===== src/rtl/hazard_control_unit.sv =====
// rtl/hazard_control_unit.sv - RV32 5-stage hazard, forwarding and PC sequencing control
// Keeps a private EX/MEM/WB shadow of destination registers and derives all steering from it.
module hazard_control_unit (
  input  logic        clk,
  input  logic        reset_n,
  input  logic        id_valid,
  input  logic [4:0]  id_rs1,
  input  logic [4:0]  id_rs2,
  input  logic        id_use_rs1,
  input  logic        id_use_rs2,
  input  logic [4:0]  id_rd,
  input  logic        id_regwrite,
  input  logic        id_memread,
  input  logic        id_beq,
  input  logic        id_jal,
  input  logic        id_jalr,
  input  logic        id_equal,
  output logic [1:0]  fwd_a,
  output logic [1:0]  fwd_b,
  output logic [1:0]  fwd_c1,
  output logic [1:0]  fwd_c2,
  output logic [1:0]  pc_sel,
  output logic        pc_write,
  output logic        ifid_write,
  output logic        idex_bubble,
  output logic        ifid_flush,
  output logic [15:0] stall_count
);

  logic [4:0] ex_rd, ex_rs1, ex_rs2, mem_rd, wb_rd;
  logic       ex_regwrite, ex_memread, mem_regwrite, mem_memread, wb_regwrite;
  logic       ex_hit, mem_hit, ctrl_flow, stall;

  function automatic logic stage_match(input logic rw, input logic [4:0] rd,
                                       input logic [4:0] r);
    return rw && (rd != 5'd0) && (rd == r);
  endfunction

  // A load sitting in MEM has no data yet, so it never feeds the 01 path.
  function automatic logic [1:0] fwd_sel(input logic [4:0] r,
                                         input logic m_rw, input logic m_mr,
                                         input logic [4:0] m_rd,
                                         input logic w_rw, input logic [4:0] w_rd);
    if (stage_match(m_rw, m_rd, r) && !m_mr) return 2'b01;
    if (stage_match(w_rw, w_rd, r))          return 2'b10;
    return 2'b00;
  endfunction

  assign fwd_a  = fwd_sel(ex_rs1, mem_regwrite, mem_memread, mem_rd, wb_regwrite, wb_rd);
  assign fwd_b  = fwd_sel(ex_rs2, mem_regwrite, mem_memread, mem_rd, wb_regwrite, wb_rd);
  assign fwd_c1 = fwd_sel(id_rs1, mem_regwrite, mem_memread, mem_rd, wb_regwrite, wb_rd);
  assign fwd_c2 = fwd_sel(id_rs2, mem_regwrite, mem_memread, mem_rd, wb_regwrite, wb_rd);

  assign ex_hit    = (id_use_rs1 && stage_match(ex_regwrite, ex_rd, id_rs1)) ||
                     (id_use_rs2 && stage_match(ex_regwrite, ex_rd, id_rs2));
  assign mem_hit   = (id_use_rs1 && stage_match(mem_regwrite, mem_rd, id_rs1)) ||
                     (id_use_rs2 && stage_match(mem_regwrite, mem_rd, id_rs2));
  assign ctrl_flow = id_beq || id_jalr;
  assign stall     = id_valid && ((ex_memread && ex_hit) ||
                                  (ctrl_flow && ex_hit) ||
                                  (ctrl_flow && mem_memread && mem_hit));

  always_comb begin
    pc_write    = !stall;
    ifid_write  = !stall;
    idex_bubble = stall;
    pc_sel      = 2'b00;
    // Reset gate keeps a jump sitting in ID from redirecting while reset is held.
    if (reset_n && id_valid && !stall) begin
      if (id_jalr)                        pc_sel = 2'b10;
      else if (id_jal || (id_beq && id_equal)) pc_sel = 2'b01;
    end
    ifid_flush = (pc_sel != 2'b00);
  end

  always_ff @(posedge clk or negedge reset_n) begin
    if (!reset_n) begin
      ex_rd        <= 5'd0;
      ex_rs1       <= 5'd0;
      ex_rs2       <= 5'd0;
      ex_regwrite  <= 1'b0;
      ex_memread   <= 1'b0;
      mem_rd       <= 5'd0;
      mem_regwrite <= 1'b0;
      mem_memread  <= 1'b0;
      wb_rd        <= 5'd0;
      wb_regwrite  <= 1'b0;
      stall_count  <= 16'd0;
    end else begin
      wb_rd        <= mem_rd;
      wb_regwrite  <= mem_regwrite;
      mem_rd       <= ex_rd;
      mem_regwrite <= ex_regwrite;
      mem_memread  <= ex_memread;
      if (id_valid && !stall) begin
        ex_rd       <= id_rd;
        ex_rs1      <= id_rs1;
        ex_rs2      <= id_rs2;
        ex_regwrite <= id_regwrite;
        ex_memread  <= id_memread;
      end else begin
        ex_rd       <= 5'd0;
        ex_rs1      <= 5'd0;
        ex_rs2      <= 5'd0;
        ex_regwrite <= 1'b0;
        ex_memread  <= 1'b0;
      end
      if (stall && (stall_count != 16'hFFFF)) stall_count <= stall_count + 16'd1;
    end
  end

endmodule


===== config.mk =====
export PLATFORM = sky130hd
export DESIGN_NAME = hazard_control_unit
export DESIGN_NICKNAME = d
export VERILOG_FILES = /design/src/rtl/hazard_control_unit.sv
export SDC_FILE = /design/constraint.sdc
export NUM_CORES = 1
export LEC_CHECK = 0
export ABC_AREA = 1
export BUFFER_PORTS_ARGS = -buffer_cell sky130_fd_sc_hd__buf_2
export CORE_MARGIN = 10
export CORE_UTILIZATION = 50
export CTS_BUF_LIST = sky130_fd_sc_hd__clkbuf_8
export DETAILED_ROUTE_END_ITERATION = 8
export PLACE_DENSITY_LB_ADDON = 0.3
export REMOVE_ABC_BUFFERS = 1
export SLEW_MARGIN = 15
export SYNTH_ARGS = -nofsm -noshare
export SYNTH_HDL_FRONTEND = slang
export SYNTH_SLANG_ARGS = --single-unit

===== constraint.sdc =====
create_clock -name clk -period 2.85 [get_ports clk]
set_input_delay 0.7125 -clock clk [delete_from_list [all_inputs] [get_ports clk]]
set_output_delay 0.7125 -clock clk [all_outputs]
set_load 0.005 [all_outputs]

==> metrics.md <==
| Metric | Value |
|---|---|
| Outcome | finished, final reports clean |
| Post-Syn Area per Cell | ~8.1 sq um |
| Pwr dens | roughly 410 nW/um^2 |
| Cell Area, Placed | about 3100 sq um |
| CTS clk-pin slew, worst paths | roughly 90 ps |
| Clk_skew | between 6 and 7 ps |
| Die height | approximately 95 microns |
| WP buf/inv | 2 |
| Die X-Extent | approximately 95 microns |
| Inst Count DP | ~460 |
| Final setup vio count | 0 |
| DIE AREA | between 8000 and 9000 sq um |
| Drt pass-1 iters | 4 |
| M1 GR Usage | 0.1980 |
| Synth Instances | roughly 350 |
| CTS Root Cell | clkbuf_8 |
| Crit. End Element | output port |
| Hold path start | ex_memread |
| Final non-filler cell total | 471 |
| Largest net degree at the start of global routing | 47 |
| Part of the Yosys area used for sequential elements | 0.4111 |
| Final worst slack | about 220 ps |
| Post-CTS Setup Inserts | 0 |
| Yosys warning count | 0 |
| Pins Over Slew Limit | 0 |
| Via density | around 5.2 |
| Core ar. | 5473 sq um |
| Area delta synth->final | 13.72% |
| CP max FO | 7 |
| Worst slack, placed | 268.3 ps |
| GRT Util Overall | 0.1681 |
| Startpoint Class | register |
| Resize count post-CTS | 0 |
| Starting Density | 0.5117 |
| Crit path DAT | ~1900 ps |
| Crit path max-delay cell type | dfrtp_1 |
| N_diodes | 0 |
| Leak | about 1.7 nW |
| Clock Sink Count | 46 |
| Crit path cell chain | nor2_1 > nand3_2 > nand2_2 > inv_1 > nand3_1 > nand2_2 > nand2_4 > nand4_1 > a21oi_1 > buf_2 |
| Proportion of layout cells with a drive suffix above 1 | 0.2556 |
| Max_cap viols | 0 |
| Top Family by Delay on Critical Path | simple AND/OR/NAND/NOR gates |
| Remaining Overflow, GRT | 0 |
| Num CTS Buffers | 5 |
| Post-DRT Antenna Nets | 0 |
| First-pass GRT wire length | ~12 mm |
| Gp weighted congestion | 0.9746 |
| Peak supply drop | 263.4 uV |
| Initial antenna violation count | 0 |
| Std cell rows | 27 |
| Post-Route WL | 7.314 mm |
| DRC | 0 |
| Top achievable clock speed | approximately 380 MHz |
| Crit share post-route | 0.9216 |
| Setup TNS | 0 ps |
| Fin. Hold Viols | 0 |
| RSZ-0062 raised after global routing | no |
| Max incr delay on CP | about 490 ps |
| Wire per inst | 15.53 microns |
| Via count | 2452 |
| RR Startpoint | mem_rd[4] |
| GR Util met3 | 0.03727 |
| Worst Setup SP | mem_rd[2] |
| CP Data Required Time | approximately 2100 ps |
| DP HPWL | 5.488 mm |
| TritonCTS clock tree | yes |
| Most used cell, CP | nand2_2 |
| Minimum clock period | about 2600 ps |
| I/O Pins | 56 |
| GRT busiest layer | met2 |
| Seq cells post-synth | between 40 and 50 |
| Worst-margin pin slew | between 500 and 600 ps |
| WS Path Type | reg -> out |
| Initial DRC Count | 98 |
| CTS H-tree depth | 2 |
| Worst-Skew Late Latency | 310 ps |
| Netlist cell types | 33 |
| Design Area, Final | 3184 sq um |
| Worst min path class | reg -> reg |
| Relative slew slack | 0.6159 |
| Fill cell count | 548 |
| Vias in the first global route | between 2000 and 2500 |
| Post-CTS Hold Buffers | 0 |
| GR Layer Usage met2 | 0.2912 |
| Post-Synthesis Cell Area | ~2800 sq um |
| Clock Path Buffers | 2 |
| Port bufs | 55 |
| Final nets | 425 |
## per-layer routing
layer,up-vias,share of wire
met5,-,0
met4,0,0.025
met3,14,0.052
met2,68,0.51
met1,1158,0.41
li1,1212,-
## per-stage QoR
step	total power [mW]	util	hold WS [ps]
after floorplan	0.8226	-	353.7
after global placement	0.9079	0.5652	361.3
after detailed placement	0.9114	0.5652	365.3
after CTS	1.319	0.5818	386.3
after global routing	1.379	0.5818	399.3
final	1.319	0.5818	380.1
## state kept, by name, indices dropped and copies added (netlist names)
register and cells:
ex_memread 1, stall_count 16, ex_rs2 5, wb_rd 5, ex_rd 5, mem_memread 1
ex_regwrite 1, mem_rd 5, ex_rs1 5, wb_regwrite 1, mem_regwrite 1
## cells by family after synthesis
kind of cell	synth area share
flops	0.4111
buf+inv	0.08623
compound gates	0.04110
fa+ha+maj	0.004468
xor+xnor	0.1282
simple gates	0.3289
## cells in the mapped netlist, drive strengths merged
| cell type | count | share of area |
|---|---|---|
| inv | 39 | 0.052 |
| nand2 | 85 | 0.14 |
| nor3 | 6 | 0.013 |
| a21oi | 5 | 0.0089 |
| xnor2 | 22 | 0.069 |
| clkbuf | 7 | 0.0094 |
| o22ai | 4 | 0.0089 |
| xor2 | 19 | 0.059 |
| nor2 | 48 | 0.068 |
| nor3b | 1 | 0.0045 |
| o2111ai | 2 | 0.0063 |
| dfrtp | 46 | 0.41 |
| buf | 7 | 0.025 |
| o211ai | 2 | 0.0054 |
| o31ai | 1 | 0.0027 |
| o21ai | 5 | 0.0089 |
| ha | 1 | 0.0045 |
| nand3 | 17 | 0.040 |
| or2 | 3 | 0.0067 |
| nand4 | 22 | 0.049 |
| nor4 | 5 | 0.011 |
## final cells by class
class,count,area (sq um),share of cell area
multi-input combinational,248,1408,0.4420
sequential,46,1151,0.3615
timing repair buffer,58,297.8,0.09352
inverter,39,146.4,0.04597
tap,72,90.09,0.02829
clock buffer,6,82.58,0.02593
clock inverter,2,8.758,0.002750
## where the power goes
group	switching [mW]	internal (mW)
Combinational	0.110	0.0745
Clock	0.228	0.193
Sequential	0.0368	0.678
Total	0.374	0.945
## cell usage in the layout, fill, tap and decap left out, types with 5 or more instances in the layout
cell type and n:
nor4_1 5, clkbuf_8 6, nor3_1 5, xor2_1 19
buf_2 55, nor2_1 44, nand2_1 67, nand2_2 16
inv_1 34, a21oi_1 5, xnor2_1 22, nand3_1 13
nand4_1 22, dfrtp_1 46, inv_2 6
## path summary, 6_finish.rpt
check                                       end  slack (ps)  depth (start not counted)
worst min register to register      mem_memread         380                          0
worst max register to register   stall_count[3]         780                         10
worst max-delay path                 ifid_flush         220                         10
max in group asynchronous       stall_count[13]        1910                          2
worst min-delay path                mem_memread         380                          0
min in group asynchronous              ex_rd[4]         550                          2
Power figures use the tool's default switching activity.
